===== src/rtl/sw_debounce8_if.sv =====
// sw_debounce8_if -- switch-side and encoder-side signals of the debouncer.
//   sw_in[7:0], en_in : raw asynchronous switch levels (en_in is channel 8)
//   sw_out[7:0]       : debounced switches, feeds encoder I[7:0]
//   ei_out            : debounced enable, feeds encoder EI
//   chg               : one-cycle pulse after any output bit toggled
//   busy              : some channel is mid-count
// master drives the raw switches, slave is the debouncer.
interface sw_debounce8_if;
  logic [7:0] sw_in;
  logic       en_in;
  logic [7:0] sw_out;
  logic       ei_out;
  logic       chg;
  logic       busy;

  modport master (output sw_in, en_in, input sw_out, ei_out, chg, busy);
  modport slave  (input sw_in, en_in, output sw_out, ei_out, chg, busy);
endinterface


===== src/rtl/sw_debounce8.sv =====
// sw_debounce8 -- nine-channel switch synchroniser and debouncer feeding the
// 8-to-3 priority encoder of the hex display path.
//   clk  : system clock, rising edge
//   rst  : synchronous active-high reset
//   bus  : sw_debounce8_if.slave (raw switches in, clean vector/strobes out)
// Build option: define SW_DEBOUNCE_FILTER_EN to include the per-channel
// hold-time filter (STABLE/COUNT FSM + counter). Without it each output is
// its synchronised input registered once more and busy is tied low.
// Parameters DEBOUNCE_CYCLES (1 .. 2**CNT_W-1) and CNT_W only matter when
// the filter is built in.

// One channel: two-flop synchroniser plus optional hold-time filter.
module sw_debounce8_chan #(
  parameter int DEBOUNCE_CYCLES = 1000,
  parameter int CNT_W           = 16
) (
  input  logic clk,
  input  logic rst,
  input  logic raw_i,
  output logic out_o,
  output logic toggle_o,  // out_o flips on the coming edge
  output logic busy_o
);
  logic s1_q, s2_q, out_q;

`ifdef SW_DEBOUNCE_FILTER_EN
  typedef enum logic {ST_STABLE, ST_COUNT} state_e;
  localparam logic [CNT_W-1:0] LAST = CNT_W'(DEBOUNCE_CYCLES - 1);

  state_e           st_q;
  logic [CNT_W-1:0] cnt_q;

  always_ff @(posedge clk) begin
    if (rst) begin
      s1_q  <= 1'b0;
      s2_q  <= 1'b0;
      out_q <= 1'b0;
      st_q  <= ST_STABLE;
      cnt_q <= '0;
    end else begin
      s1_q <= raw_i;
      s2_q <= s1_q;
      case (st_q)
        ST_STABLE:
          if (s2_q != out_q) begin
            // a one-cycle hold needs no counting state at all
            if (DEBOUNCE_CYCLES == 1) out_q <= s2_q;
            else begin
              cnt_q <= CNT_W'(1);
              st_q  <= ST_COUNT;
            end
          end
        ST_COUNT:
          if (s2_q == out_q) begin
            // bounced back before the hold time: discard the attempt
            cnt_q <= '0;
            st_q  <= ST_STABLE;
          end else if (cnt_q == LAST) begin
            out_q <= s2_q;
            cnt_q <= '0;
            st_q  <= ST_STABLE;
          end else begin
            cnt_q <= cnt_q + 1'b1;
          end
        default: begin
          cnt_q <= '0;
          st_q  <= ST_STABLE;
        end
      endcase
    end
  end

  always_comb begin
    toggle_o = 1'b0;
    if (s2_q != out_q)
      toggle_o = (st_q == ST_STABLE) ? (DEBOUNCE_CYCLES == 1)
                                     : (cnt_q == LAST);
  end
  assign busy_o = (cnt_q != '0);
`else
  always_ff @(posedge clk) begin
    if (rst) begin
      s1_q  <= 1'b0;
      s2_q  <= 1'b0;
      out_q <= 1'b0;
    end else begin
      s1_q  <= raw_i;
      s2_q  <= s1_q;
      out_q <= s2_q;
    end
  end

  assign toggle_o = (s2_q != out_q);
  assign busy_o   = 1'b0;
`endif

  assign out_o = out_q;
endmodule

module sw_debounce8 #(
  parameter int DEBOUNCE_CYCLES = 1000,
  parameter int CNT_W           = 16
) (
  input  logic          clk,
  input  logic          rst,
  sw_debounce8_if.slave bus
);
  localparam int NUM_CH = 9;

  logic [NUM_CH-1:0] raw, clean, tgl, bsy;
  logic              chg_q;

  assign raw = {bus.en_in, bus.sw_in};

  for (genvar i = 0; i < NUM_CH; i++) begin : g_ch
    sw_debounce8_chan #(
      .DEBOUNCE_CYCLES (DEBOUNCE_CYCLES),
      .CNT_W           (CNT_W)
    ) u_chan (
      .clk      (clk),
      .rst      (rst),
      .raw_i    (raw[i]),
      .out_o    (clean[i]),
      .toggle_o (tgl[i]),
      .busy_o   (bsy[i])
    );
  end

  // one pulse per toggling edge, however many channels moved together
  always_ff @(posedge clk) begin
    if (rst) chg_q <= 1'b0;
    else     chg_q <= |tgl;
  end

  assign bus.sw_out = clean[7:0];
  assign bus.ei_out = clean[8];
  assign bus.chg    = chg_q;
  assign bus.busy   = |bsy;
endmodule


===== src/flat_wrapper.sv =====
// flat-port wrapper written by rule: the top's interface ports become plain ports
module sw_debounce8_flat 
#(
  parameter int DEBOUNCE_CYCLES = 1000,
  parameter int CNT_W           = 16
)
  (clk, rst, bus_sw_in, bus_en_in, bus_sw_out, bus_ei_out, bus_chg, bus_busy);
  sw_debounce8_if bus_i ();
  input  logic clk;
  input  logic rst;
  input wire logic [$bits(bus_i.sw_in)-1:0] bus_sw_in;
  input wire logic [$bits(bus_i.en_in)-1:0] bus_en_in;
  output wire logic [$bits(bus_i.sw_out)-1:0] bus_sw_out;
  output wire logic [$bits(bus_i.ei_out)-1:0] bus_ei_out;
  output wire logic [$bits(bus_i.chg)-1:0] bus_chg;
  output wire logic [$bits(bus_i.busy)-1:0] bus_busy;
  assign bus_i.sw_in = bus_sw_in;
  assign bus_i.en_in = bus_en_in;
  assign bus_sw_out = bus_i.sw_out;
  assign bus_ei_out = bus_i.ei_out;
  assign bus_chg = bus_i.chg;
  assign bus_busy = bus_i.busy;
  sw_debounce8 #(.DEBOUNCE_CYCLES(DEBOUNCE_CYCLES), .CNT_W(CNT_W)) u_core (.clk(clk), .rst(rst), .bus(bus_i));
endmodule

===== config.mk =====
export PLATFORM = sky130hd
export DESIGN_NAME = sw_debounce8_flat
export DESIGN_NICKNAME = d
export VERILOG_FILES = /design/src/rtl/sw_debounce8_if.sv /design/src/rtl/sw_debounce8.sv /design/src/flat_wrapper.sv
export SDC_FILE = /design/constraint.sdc
export NUM_CORES = 1
export LEC_CHECK = 0
export CORE_MARGIN = 2
export CORE_UTILIZATION = 42
export DETAILED_ROUTE_END_ITERATION = 12
export PLACE_DENSITY = 0.74
export SLEW_MARGIN = 20
export SYNTH_ARGS = -nofsm -noshare
export SYNTH_HDL_FRONTEND = slang
export SYNTH_HIERARCHICAL = 1
export SYNTH_SLANG_ARGS = --single-unit

===== constraint.sdc =====
create_clock -name clk -period 0.98 [get_ports clk]
set_input_delay 0.098 -clock clk [delete_from_list [all_inputs] [get_ports clk]]
set_output_delay 0.098 -clock clk [all_outputs]
set_load 0.05 [all_outputs]

==> results.sh <==
export IMPL_post_route_min_period_ps=1030
export IMPL_design_portCount=22
export IMPL_drive_gt1_frac=0.243
export IMPL_wl_per_cell_um=8.87
export IMPL_met3RoutedLength_um=50
export IMPL_clk_insertion_delay_late_ps=310
export IMPL_wl_met2_um=590
export IMPL_wl_met1_um=541
export IMPL_cts_hold_buf=0
export IMPL_rsz_0062_raised_after_global_routing="true"
export IMPL_ant_nets=0
export IMPL_r2r_slack_ps=-50
export IMPL_holdWs_ps=326
export IMPL_via_per_inst=4.02
export IMPL_nFillCells=192
export IMPL_switching_share=0.222
export IMPL_clock_net_sink_count=28
export IMPL_post_route_period_util=1.05
export IMPL_power_frac_seq=0.635
export IMPL_wirelength_um=1200
export IMPL_route_detailed_drc=0
export IMPL_cellPowerDensity_mw_per_mm2=1460
export IMPL_post_synth_main_area_contributors="sky130_fd_sc_hd__dfxtp_1 (59%), sky130_fd_sc_hd__nor2b_1 (18%), sky130_fd_sc_hd__xor2_1 (8.3%)"
export IMPL_final_cell_mix="sky130_fd_sc_hd__nor2b_1 (27), sky130_fd_sc_hd__dfxtp_1 (18), sky130_fd_sc_hd__buf_12 (11)"
export IMPL_dpl_instance_area_mm2=0.00127
export IMPL_timing_final_setup_violations=2
export IMPL_final_cells=135
export IMPL_starting_utilization_of_the_core_area=0.438
export IMPL_global_route_overflow_total=0
export IMPL_signal_arrival_time_at_the_worst_endpoint_ps=1230
export IMPL_status="complete, but fails checks"
export IMPL_yosys_cell_types_count=10
export IMPL_first_global_vias=535
export IMPL_finalClockSkew_ps=1.04
export IMPL_yosysWarningCount=6
export IMPL_cts_root_buffer_cell="sky130_fd_sc_hd__clkbuf_4"
export IMPL_cts_htree_levels=1
export IMPL_share_of_the_synthesized_netlist_area_taken_by_xor_and_xnor_gates=0.0829
export IMPL_average_cell_area_after_synthesis_um2=10.6
export IMPL_muxShareOfSynthArea=0
export IMPL_post_synth_fa_ha_maj_area_fraction=0
export IMPL_p_comb_frac=0.128
export IMPL_cp_start_kind="flop"
export IMPL_synth_compound_area_frac=0.00658
export IMPL_synth_top_area_share=0.589
export IMPL_yosysTopAreaCell="sky130_fd_sc_hd__dfxtp_1"
export IMPL_num_antenna_cells=0
export IMPL_critical_path_max_fanout=2
export IMPL_finish_net_count=119
export IMPL_setup_worst_path_class="flop to flop"
export IMPL_post_synthesis_cell_area_um2=951
export IMPL_layout_commonest_cell="sky130_fd_sc_hd__nor2b_1"
export IMPL_clkPwrFrac=0.237
export IMPL_final_design_area_no_fill_mm2=0.00131
export IMPL_routabilityCongestion=0.652
export IMPL_vdd_ir_drop_max_v=0.000632
export IMPL_max_cap_violations=0
export IMPL_cts_setup_buffers=0
export IMPL_fin_setup_tns_ps=-86.3
export IMPL_detailedRoute_firstPassIterationCount=1
export IMPL_grt_antenna_before_repair=0
export IMPL_grt_util_all_layers=0.113
export IMPL_total_number_of_vias=543
export IMPL_syn_to_final_growth_pct=37.2
export IMPL_synth_seq_cells=28
export IMPL_coreArea_mm2=0.00217
export IMPL_static_leakage_power_nw=0.570
export IMPL_grt_start_max_net_pins=29
export IMPL_synthSimpleGateAreaFrac=0.214
export IMPL_dieHeight_um=51.6
export IMPL_synthCells=90
export IMPL_cts_root_to_sink_buffers=2
export IMPL_dieWidth_um=51.6
export IMPL_setup_slack_ps=-45.8
export IMPL_num_rows=17
export IMPL_worst_hold_path_type="input pin to flop"
export IMPL_die_area_mm2=0.00266
export IMPL_clock_fmax_mhz=975
export IMPL_cp_required_ps=1180
export IMPL_failed_checks="setup timing"
export IMPL_placed_cells_incl_taps=131
export IMPL_synth_top_family_by_area="simple AND/OR/NAND/NOR gates"
export IMPL_maxUsedRoutingLayer="met4"
export IMPL_finalMaxSlewViolations=0
export IMPL_multi_input_gate_area_um2=329
export IMPL_report_final_hold_viol_count=0
export IMPL_cts_made_buffers=3
export IMPL_port_buffer_count=20
export IMPL_power_net_switching_mw=0.421
export IMPL_synth_fp_nets=101
export IMPL_worst_setup_hold_path_clk_slew_ps=130
export IMPL_seq_area_um2=583
export IMPL_critical_path_endpoint_type="flop"
export IMPL_ys_seq_area_frac=0.589
export IMPL_grt_first_pass_wirelength_um=2190
export IMPL_power_internal_mw=1.48
export IMPL_cts_tree="yes"
export IMPL_drtIter0Drc=0
==> power by group through the flow <==
stage | combinational, mW | sequential [mW] | clock [mW]
finish | 0.243 | 1.21 | 0.449
global route | 0.264 | 1.22 | 0.513
CTS | 0.246 | 1.21 | 0.472
detailed placement | 0.240 | 1.23 | 0
global placement | 0.236 | 1.23 | 0
floorplan | 0.0854 | 1.27 | 0
==> what timing repair did <==
item | in CTS | in global routing
setup endpoints to repair | 2 | 2
endpoints found under the hold margin | 0 | 0
gates resized for setup | 2 | 1
==> synth_stat cells <==
master / n
sky130_fd_sc_hd__a31oi_1: 1
sky130_fd_sc_hd__buf_4: 9
sky130_fd_sc_hd__conb_1: 9
sky130_fd_sc_hd__dfxtp_1: 28
sky130_fd_sc_hd__nand3_1: 1
sky130_fd_sc_hd__nor2_1: 2
sky130_fd_sc_hd__nor2b_1: 27
sky130_fd_sc_hd__nor3_1: 2
sky130_fd_sc_hd__nor4_1: 2
sky130_fd_sc_hd__xor2_1: 9
==> final cells by class <==
class                           count  share of cell area
Clock buffer                        4              0.0201
Sequential cell                    28               0.447
Timing Repair Buffer               22               0.254
Tap cell                           28              0.0268
Multi-Input combinational cell     53               0.252
==> kinds of logic (layout without fill, tap and decap cells) <==
kind of cell | after synthesis | after routing
and+or+nand+nor | 34 | 34
DFF | 28 | 28
other | 9 | 9
xor gates and xnor gates | 9 | 9
buffers and inverters | 9 | 26
AOI/OAI and AO/OA | 1 | 1
==> layer usage <==
| metal | vias up | track usage |
|---|---|---|
| li1 | 287 | - |
| met1 | 240 | 0.138 |
| met2 | 14 | 0.179 |
| met3 | 2 | 0.0259 |
| met4 | 0 | 0.0658 |
| met5 | - | 0 |
==> critical path: stages, from the launching register on <==
cell and delay (ps):
sky130_fd_sc_hd__dfxtp_4 370, sky130_fd_sc_hd__xor2_1 140, sky130_fd_sc_hd__nor4_2 290, sky130_fd_sc_hd__a31oi_1 110
==> final timing paths <==
check,from,endpoint,cells after the start
worst min register to register,u_core/g_ch[2].u_chan/s1_q$_SDFF_PP0_,u_core/g_ch[2].u_chan/s2_q$_SDFF_PP0_,1
worst max register to register,u_core/g_ch[2].u_chan/out_o$_SDFF_PP0_,u_core/bus.chg$_SDFF_PP0_,3
worst min-delay path,bus_sw_in[6],u_core/g_ch[6].u_chan/s1_q$_SDFF_PP0_,2
worst max-delay path,u_core/g_ch[2].u_chan/out_o$_SDFF_PP0_,u_core/bus.chg$_SDFF_PP0_,3
==> state kept, by name (all words and copies together) (netlist names) <==
register,count
u_core/g_ch.u_chan/s1_q,9
u_core/g_ch.u_chan/s2_q,9
u_core/bus.chg,1
u_core/g_ch.u_chan/out_o,9
==> stage by stage <==
stage / power [mW] / setup WS, ps / utilization
after floorplan: 1.36 / -28.7 / -
after global placement: 1.47 / -28.5 / 0.584
after detailed placement: 1.47 / -96.7 / 0.584
after CTS: 1.93 / -78.5 / 0.601
after global routing: 1.99 / -90.6 / 0.601
final: 1.90 / -45.8 / 0.601
Power figures use the tool's default switching activity.
